**config.mk**
```make
export PLATFORM = sky130hd
export DESIGN_NAME = cfgreg_rstctl_flat
export DESIGN_NICKNAME = d
export VERILOG_FILES = /design/src/rtl/cfgreg_rstctl_pkg.sv /design/src/rtl/cfgreg_rstctl_if.sv /design/src/rtl/cfgreg_rstctl_rstseq.sv /design/src/rtl/cfgreg_rstctl.sv /design/src/flat_wrapper.sv
export SDC_FILE = /design/constraint.sdc
export NUM_CORES = 1
export LEC_CHECK = 0
export BUFFER_PORTS_ARGS = -buffer_cell sky130_fd_sc_hd__buf_2
export CORE_MARGIN = 2
export CORE_UTILIZATION = 35
export CTS_BUF_LIST = sky130_fd_sc_hd__clkbuf_8 sky130_fd_sc_hd__clkbuf_16
export CTS_CLUSTER_DIAMETER = 200
export DETAILED_ROUTE_END_ITERATION = 6
export HOLD_SLACK_MARGIN = 0.1
export REMOVE_ABC_BUFFERS = 1
export SYNTH_ARGS = -nofsm -noshare
export SYNTH_HDL_FRONTEND = slang
export SYNTH_SLANG_ARGS = --single-unit
```
**constraint.sdc**
```tcl
create_clock -name pclk -period 1.6 [get_ports pclk]
set_clock_uncertainty 0.05 [all_clocks]
set_input_delay 0.16 -clock pclk [delete_from_list [all_inputs] [get_ports pclk]]
set_output_delay 0.16 -clock pclk [all_outputs]
set_load 0.01 [all_outputs]
```
**src/rtl/cfgreg_rstctl_pkg.sv**
```systemverilog
// Shared constants and types for the CPU-subsystem reset/config register block.
package cfgreg_pkg;

  localparam logic [11:0] CFGREG_RSTN         = 12'h000;
  localparam logic [11:0] CFGREG_PULSE        = 12'h004;
  localparam logic [11:0] CFGREG_STATUS       = 12'h008;
  localparam logic [11:0] CFGREG_ID           = 12'h00C;
  localparam logic [11:0] CFGREG_SCRATCH_BASE = 12'h100;

  localparam logic [15:0] CFGREG_ID_UPPER = 16'h0002;

  typedef enum logic [1:0] {
    OFF,
    HOLD,
    RUN
  } rst_state_e;

endpackage

```
**src/rtl/cfgreg_rstctl_if.sv**
```systemverilog
// APB3/4-style slave bus bundle for cfgreg_rstctl.
interface cfgreg_rstctl_if;

  logic        psel;
  logic        penable;
  logic        pwrite;
  logic [31:0] paddr;
  logic [3:0]  pstrb;
  logic [31:0] pwdata;
  logic [31:0] prdata;
  logic        pslverr;
  logic        pready;

  modport master (
    output psel, penable, pwrite, paddr, pstrb, pwdata,
    input  prdata, pslverr, pready
  );

  modport slave (
    input  psel, penable, pwrite, paddr, pstrb, pwdata,
    output prdata, pslverr, pready
  );

endinterface

```
**src/rtl/cfgreg_rstctl_rstseq.sv**
```systemverilog
// Single-core reset sequencer: OFF/HOLD/RUN FSM with a minimum-hold down-counter.
module cfgreg_rstseq
  import cfgreg_pkg::*;
#(
  parameter int unsigned RST_HOLD = 16
) (
  input  logic pclk,
  input  logic presetn,
  input  logic rel_wr,
  input  logic rel_val,
  input  logic pulse,
  output logic rstn,
  output logic busy
);

  localparam int unsigned    CW     = $clog2(RST_HOLD);
  localparam logic [CW-1:0]  RELOAD = CW'(RST_HOLD - 1);

  rst_state_e    state;
  logic [CW-1:0] cnt;

  // rstn is updated alongside the state so it is high exactly while in RUN
  always_ff @(posedge pclk or negedge presetn) begin
    if (!presetn) begin
      state <= OFF;
      cnt   <= '0;
      rstn  <= 1'b0;
    end else begin
      case (state)
        OFF: begin
          if (rel_wr && rel_val) begin
            state <= HOLD;
            cnt   <= RELOAD;
          end
        end
        HOLD: begin
          if (rel_wr && !rel_val) begin
            state <= OFF;
            cnt   <= '0;
          end else if (pulse) begin
            cnt <= RELOAD;
          end else if (cnt == '0) begin
            state <= RUN;
            rstn  <= 1'b1;
          end else begin
            cnt <= cnt - 1'b1;
          end
        end
        RUN: begin
          if (rel_wr && !rel_val) begin
            state <= OFF;
            rstn  <= 1'b0;
          end else if (pulse) begin
            state <= HOLD;
            cnt   <= RELOAD;
            rstn  <= 1'b0;
          end
        end
        default: begin
          state <= OFF;
          cnt   <= '0;
          rstn  <= 1'b0;
        end
      endcase
    end
  end

  assign busy = (state == HOLD);

endmodule

```
**src/rtl/cfgreg_rstctl.sv**
```systemverilog
// APB config/reset-control slave: per-core reset sequencers, pulses, status/ID, scratch.
// Optional slave-error reporting enabled by defining CFGREG_SLVERR_EN.
module cfgreg_rstctl
  import cfgreg_pkg::*;
#(
  parameter int unsigned NCORE    = 2,
  parameter int unsigned NSCRATCH = 4,
  parameter int unsigned RST_HOLD = 16
) (
  input  logic             pclk,
  input  logic             presetn,
  cfgreg_rstctl_if.slave   apb,
  output logic [NCORE-1:0] core_rstn
);

  logic [11:0]      addr;
  logic             wr, rd;
  logic             hit_rstn, hit_pulse, hit_status, hit_id, hit_scr;
  logic             rel_wr, pulse_wr;
  logic [NCORE-1:0] busy;
  logic [31:0]      rdata;
  logic [31:0]      prdata_q;
  logic [31:0]      scratch [NSCRATCH];
  logic             unused_paddr;

  assign addr         = apb.paddr[11:0];
  assign unused_paddr = ^apb.paddr[31:12];

  assign wr = apb.psel & ~apb.penable &  apb.pwrite;
  assign rd = apb.psel & ~apb.penable & ~apb.pwrite;

  assign hit_rstn   = (addr == CFGREG_RSTN);
  assign hit_pulse  = (addr == CFGREG_PULSE);
  assign hit_status = (addr == CFGREG_STATUS);
  assign hit_id     = (addr == CFGREG_ID);
  assign hit_scr    = (addr[11:8] == CFGREG_SCRATCH_BASE[11:8]) && (addr[1:0] == 2'b00)
                      && (32'(addr[7:2]) < NSCRATCH);

  assign rel_wr   = wr & hit_rstn  & apb.pstrb[0];
  assign pulse_wr = wr & hit_pulse & apb.pstrb[0];

  for (genvar g = 0; g < NCORE; g++) begin : g_seq
    cfgreg_rstseq #(.RST_HOLD(RST_HOLD)) u_seq (
      .pclk    (pclk),
      .presetn (presetn),
      .rel_wr  (rel_wr),
      .rel_val (apb.pwdata[g]),
      .pulse   (pulse_wr & apb.pwdata[g]),
      .rstn    (core_rstn[g]),
      .busy    (busy[g])
    );
  end

  always_comb begin
    rdata = '0;
    if (hit_rstn)   rdata = 32'(core_rstn);
    if (hit_status) rdata = 32'(busy);
    if (hit_id)     rdata = {CFGREG_ID_UPPER, 8'(NSCRATCH), 8'(NCORE)};
    for (int unsigned i = 0; i < NSCRATCH; i++) begin
      if (hit_scr && (addr[7:2] == 6'(i))) rdata = scratch[i];
    end
  end

  always_ff @(posedge pclk or negedge presetn) begin
    if (!presetn) begin
      prdata_q <= '0;
    end else if (rd) begin
      prdata_q <= rdata;
    end
  end

  always_ff @(posedge pclk or negedge presetn) begin
    if (!presetn) begin
      for (int unsigned i = 0; i < NSCRATCH; i++) scratch[i] <= '0;
    end else if (wr && hit_scr) begin
      for (int unsigned i = 0; i < NSCRATCH; i++) begin
        if (addr[7:2] == 6'(i)) begin
          for (int unsigned b = 0; b < 4; b++) begin
            if (apb.pstrb[b]) scratch[i][8*b +: 8] <= apb.pwdata[8*b +: 8];
          end
        end
      end
    end
  end

`ifdef CFGREG_SLVERR_EN
  logic err;
  logic pslverr_q;

  // Erroring accesses already have no side effect and read 0 through the decode above
  assign err = ~(hit_rstn | hit_pulse | hit_status | hit_id | hit_scr)
             | (wr & (hit_status | hit_id))
             | (rd & hit_pulse);

  always_ff @(posedge pclk or negedge presetn) begin
    if (!presetn) begin
      pslverr_q <= 1'b0;
    end else begin
      pslverr_q <= (wr | rd) & err;
    end
  end

  assign apb.pslverr = pslverr_q;
`else
  assign apb.pslverr = 1'b0;
`endif

  assign apb.prdata = prdata_q;
  assign apb.pready = 1'b1;

endmodule

```
**src/flat_wrapper.sv**
```systemverilog
// flat-port wrapper written by rule: the top's interface ports become plain ports
module cfgreg_rstctl_flat import cfgreg_pkg::*;
#(
  parameter int unsigned NCORE    = 2,
  parameter int unsigned NSCRATCH = 4,
  parameter int unsigned RST_HOLD = 16
)
  (pclk, presetn, core_rstn, apb_psel, apb_penable, apb_pwrite, apb_paddr, apb_pstrb, apb_pwdata, apb_prdata, apb_pslverr, apb_pready);
  cfgreg_rstctl_if apb_i ();
  input  logic pclk;
  input  logic presetn;
  output logic [NCORE-1:0] core_rstn;
  input wire logic [$bits(apb_i.psel)-1:0] apb_psel;
  input wire logic [$bits(apb_i.penable)-1:0] apb_penable;
  input wire logic [$bits(apb_i.pwrite)-1:0] apb_pwrite;
  input wire logic [$bits(apb_i.paddr)-1:0] apb_paddr;
  input wire logic [$bits(apb_i.pstrb)-1:0] apb_pstrb;
  input wire logic [$bits(apb_i.pwdata)-1:0] apb_pwdata;
  output wire logic [$bits(apb_i.prdata)-1:0] apb_prdata;
  output wire logic [$bits(apb_i.pslverr)-1:0] apb_pslverr;
  output wire logic [$bits(apb_i.pready)-1:0] apb_pready;
  assign apb_i.psel = apb_psel;
  assign apb_i.penable = apb_penable;
  assign apb_i.pwrite = apb_pwrite;
  assign apb_i.paddr = apb_paddr;
  assign apb_i.pstrb = apb_pstrb;
  assign apb_i.pwdata = apb_pwdata;
  assign apb_prdata = apb_i.prdata;
  assign apb_pslverr = apb_i.pslverr;
  assign apb_pready = apb_i.pready;
  cfgreg_rstctl #(.NCORE(NCORE), .NSCRATCH(NSCRATCH), .RST_HOLD(RST_HOLD)) u_core (.pclk(pclk), .presetn(presetn), .apb(apb_i), .core_rstn(core_rstn));
endmodule
```
==> results.py <==
metrics = {
    "outcome": {
        "status": "finished with violations",
        "violations": "setup timing",
    },
    "place": {
        "gp_congestion": 0.8218,
        "hpwl_um": 13710,
        "port_buffers": 86,
        "pre_cts_slack_ns": -0.9037,
    },
    "timing": {
        "fin_ws_ns": -0.3919,
        "fin_crit_ns": 1.992,
        "drv_slew": 0,
        "rsz0062_at_grt": "yes",
        "hold_viol": 0,
        "fin_crit_sh_pct": 124.5,
        "whs_ns": 0.1508,
        "setup_violations": 174,
        "fmax_ghz": 0.5020,
    },
    "drt": {
        "vias_per_cell": 5.282,
        "drtIter0Drc": 372,
        "ant_nets": 0,
        "avgRoutedWirePerCell_um": 18.72,
        "drc": 0,
        "wl_um": 21750,
        "dr.pass1.iters": 5,
        "via_count": 6138,
    },
    "setup_path": {
        "cpMostUsedCell": "or4_4",
        "end_kind": "flop",
        "worstPathArrival_ns": 2.26,
        "path_cells": "buf_6 > or4_4 > or4_4 > nor4_4 > o31ai_2 > or4_1 > o221a_2",
        "required_ns": 1.86,
        "crit_family": "simple AND/OR/NAND/NOR gates",
        "crit_slowest_cell": "or4_4",
        "worstSetupPathType": "primary input to flop",
        "worst_setup_path_start_kind": "primary input",
        "slowest_delay_ns": 0.56,
        "crit_fanout": 3,
        "crit_buf_inv": 1,
    },
    "yosys": {
        "synth_area_per_cell_um2": 11.96,
        "yosysTopAreaCell": "dfrtp_1",
        "synth_area_um2": 7939,
        "synthFlopType": "dfrtp_1",
        "synthCells": 664,
        "async_flop_share_pct": 100.0,
        "synth_warnings": 0,
        "netlist_top_cells_area": "dfrtp_1 55%, mux2_2 17%, o21ai_0 4.2%",
        "synthDistinctLibCells": 55,
        "ys_ff_latch": 174,
        "synth-seq-area-share_pct": 54.85,
        "yosys.area.top_type_share_pct": 54.85,
        "synth_edf_count": 0,
    },
    "die": {
        "placementRows": 55,
        "die-area_um2": 23900,
        "start_util_pct": 35.39,
        "core_area_um2": 22430,
        "fp.dieH_um": 154.6,
        "io_pins": 109,
        "die_x_um": 154.6,
    },
    "pwr": {
        "combPwrFrac_pct": 11.4,
        "vdd_ir_drop_max_mv": 0.6132,
        "p_clk_share_pct": 41.2,
        "p_int_w": 0.007178,
        "net-switching-power_w": 0.002375,
        "swShare_pct": 24.86,
        "leakage_nw": 5.227,
        "power.density_nw_per_um2": 856.9,
        "power_frac_seq_pct": 47.4,
    },
    "finish": {
        "final_common_cell": "dfrtp_1",
        "syn2layout_area_growth_pct": 40.43,
        "diodes": 0,
        "layout-drive-gt1-share_pct": 49.37,
        "fillCellCount": 1968,
        "nNetsFinal": 939,
        "most-common-layout-cells": "174 x dfrtp_1, 102 x mux2_2, 82 x buf_2, 71 x buf_4, 44 x nand2_1",
    },
    "global_routing": {
        "grt_use_total_pct": 18.79,
        "use_met1_pct": 26.91,
        "grt_max_degree": 48,
        "grt_pass1_wl_um": 34930,
        "grt_pass1_vias": 6306,
        "gr-total-overflow": 0,
        "use_met2_pct": 29.02,
        "busiest_layer": "met2",
        "antenna_found_initial": 0,
        "use_met3_pct": 3.446,
    },
    "clock_tree": {
        "cts.sinks": 174,
        "cts_tree": "yes",
        "clk_latency_ns": 0.43,
        "cts-root-buf": "clkbuf_16",
        "clk_pin_slew_worst_paths_ns": 0.07,
        "cts_inserted_buffers": 17,
        "htree_num_levels": 4,
        "ctsLongestPathBuffers": 2,
    },
    "worst_hold_path": {
        "hold_class": "primary input to flop",
    },
    "run": {
        "cap_violations": 0,
    },
}
-- stage by stage --
step | util, % | area, um^2 | cells | TNS [ns] | total power, W
floorplan | - | 7695 | 619 | -141.22 | 0.004956
global placement | 41.05 | 9209 | 1077 | -139.41 | 0.005491
detailed placement | 41.05 | 9209 | 1077 | -139.27 | 0.005503
CTS | 48.72 | 10930 | 1157 | -43.35 | 0.009555
global route | 49.69 | 11150 | 1162 | -62.38 | 0.009970
finish | 49.69 | 11150 | 1162 | -52.08 | 0.009553
-- final cells by class --
type	instances	area [um^2]	area share, %
clock buffer	18	439.2	3.939
clock inverter	14	120.1	1.077
inverter	6	22.52	0.2020
multi-input combinational	439	3941	35.35
sequential	174	4354	39.06
tap	285	356.6	3.199
timing repair buffer	226	1914	17.17
-- synth_stat cells (3+ instances only) --
| master | count |
|---|---|
| a211oi_1 | 3 |
| clkbuf_1 | 23 |
| nor3b_1 | 4 |
| a21oi_1 | 42 |
| a31oi_1 | 4 |
| buf_4 | 6 |
| inv_1 | 6 |
| or4_1 | 4 |
| mux2_1 | 6 |
| nor2_1 | 19 |
| a2111oi_0 | 4 |
| and3_1 | 3 |
| mux2i_1 | 3 |
| clkbuf_8 | 3 |
| nor2b_1 | 3 |
| o21ai_0 | 66 |
| nand2_2 | 12 |
| a221o_1 | 29 |
| nor3_1 | 9 |
| nand3_1 | 5 |
| and2_1 | 8 |
| o221a_2 | 3 |
| dfrtp_1 | 174 |
| buf_2 | 12 |
| mux2_2 | 122 |
| nand2_1 | 48 |
| o21ai_1 | 6 |
-- logic make-up after synthesis --
kind of cell | Yosys count | synth area share, %
AND/OR/NAND/NOR | 130 | 8.652
flip-flops | 174 | 54.85
multiplexers | 131 | 18.53
other | 2 | 0.09460
buffers and inverters | 51 | 3.357
AO/OA/AOI/OAI | 173 | 14.09
adder cells (fa/ha/maj) | 2 | 0.3152
XOR/XNOR | 1 | 0.1103
-- worst paths after layout --
| check | start | end | slack (ns) | cells past startpoint |
|---|---|---|---|---|
| max in group asynchronous | presetn | u_core.scratch[44]$_DFFE_PN0P_ | 0.71 | 3 |
| worst min-delay path | apb_pwdata[1] | u_core.scratch[97]$_DFFE_PN0P_ | 0.15 | 3 |
| worst max-delay path | apb_paddr[11] | u_core.g_seq[0].u_seq.cnt[3]$_DFFE_PN0P_ | -0.39 | 7 |
| worst min register to register | u_core.apb.prdata[20]$_DFFE_PN0P_ | u_core.apb.prdata[20]$_DFFE_PN0P_ | 0.43 | 2 |
| min in group asynchronous | presetn | u_core.g_seq[1].u_seq.cnt[1]$_DFFE_PN0P_ | 0.18 | 2 |
| worst max register to register | u_core.g_seq[0].u_seq.cnt[0]$_DFFE_PN0P_ | u_core.g_seq[0].u_seq.cnt[3]$_DFFE_PN0P_ | -0.12 | 7 |
-- repair_timing --
item,4_1_cts,5_1_grt
setup endpoints to repair,174,174
buffers inserted,11,7
hold endpoints to repair,294,0
resized for setup,166,50
pin swaps,28,30
hold buffers,31,0
gates cloned,7,0
-- worst reg2reg max path: stages, from the launching register on --
cell and delay (ns):
dfrtp_1 0.35, inv_1 0.05, ha_1 0.20, nand2_1 0.10, buf_4 0.14, o31ai_2 0.07, or4_1 0.52, o221a_2 0.14
-- sequential cells by signal (all words and copies together), names as in the netlist --
register                  cells
u_core.apb.prdata            32
u_core.g_seq.u_seq.cnt        8
u_core.scratch              128
u_core.g_seq.u_seq.rstn       2
u_core.g_seq.u_seq.state      4
-- power groups by stage --
stage / registers [W] / logic (W) / clock network [W]
3_3_place_gp: 0.00460 / 0.000890 / 0
6_report: 0.00453 / 0.00109 / 0.00394
3_5_place_dp: 0.00461 / 0.000898 / 0
2_1_floorplan: 0.00464 / 0.000320 / 0
5_1_grt: 0.00453 / 0.00120 / 0.00424
4_1_cts: 0.00453 / 0.00102 / 0.00401
-- routing by layer --
layer | vias up | wire length, um
li1 | 2859 | -
met1 | 3105 | 10510
met2 | 141 | 9893
met3 | 33 | 907
met4 | 0 | 443
met5 | - | 0
Power figures use the tool's default switching activity.
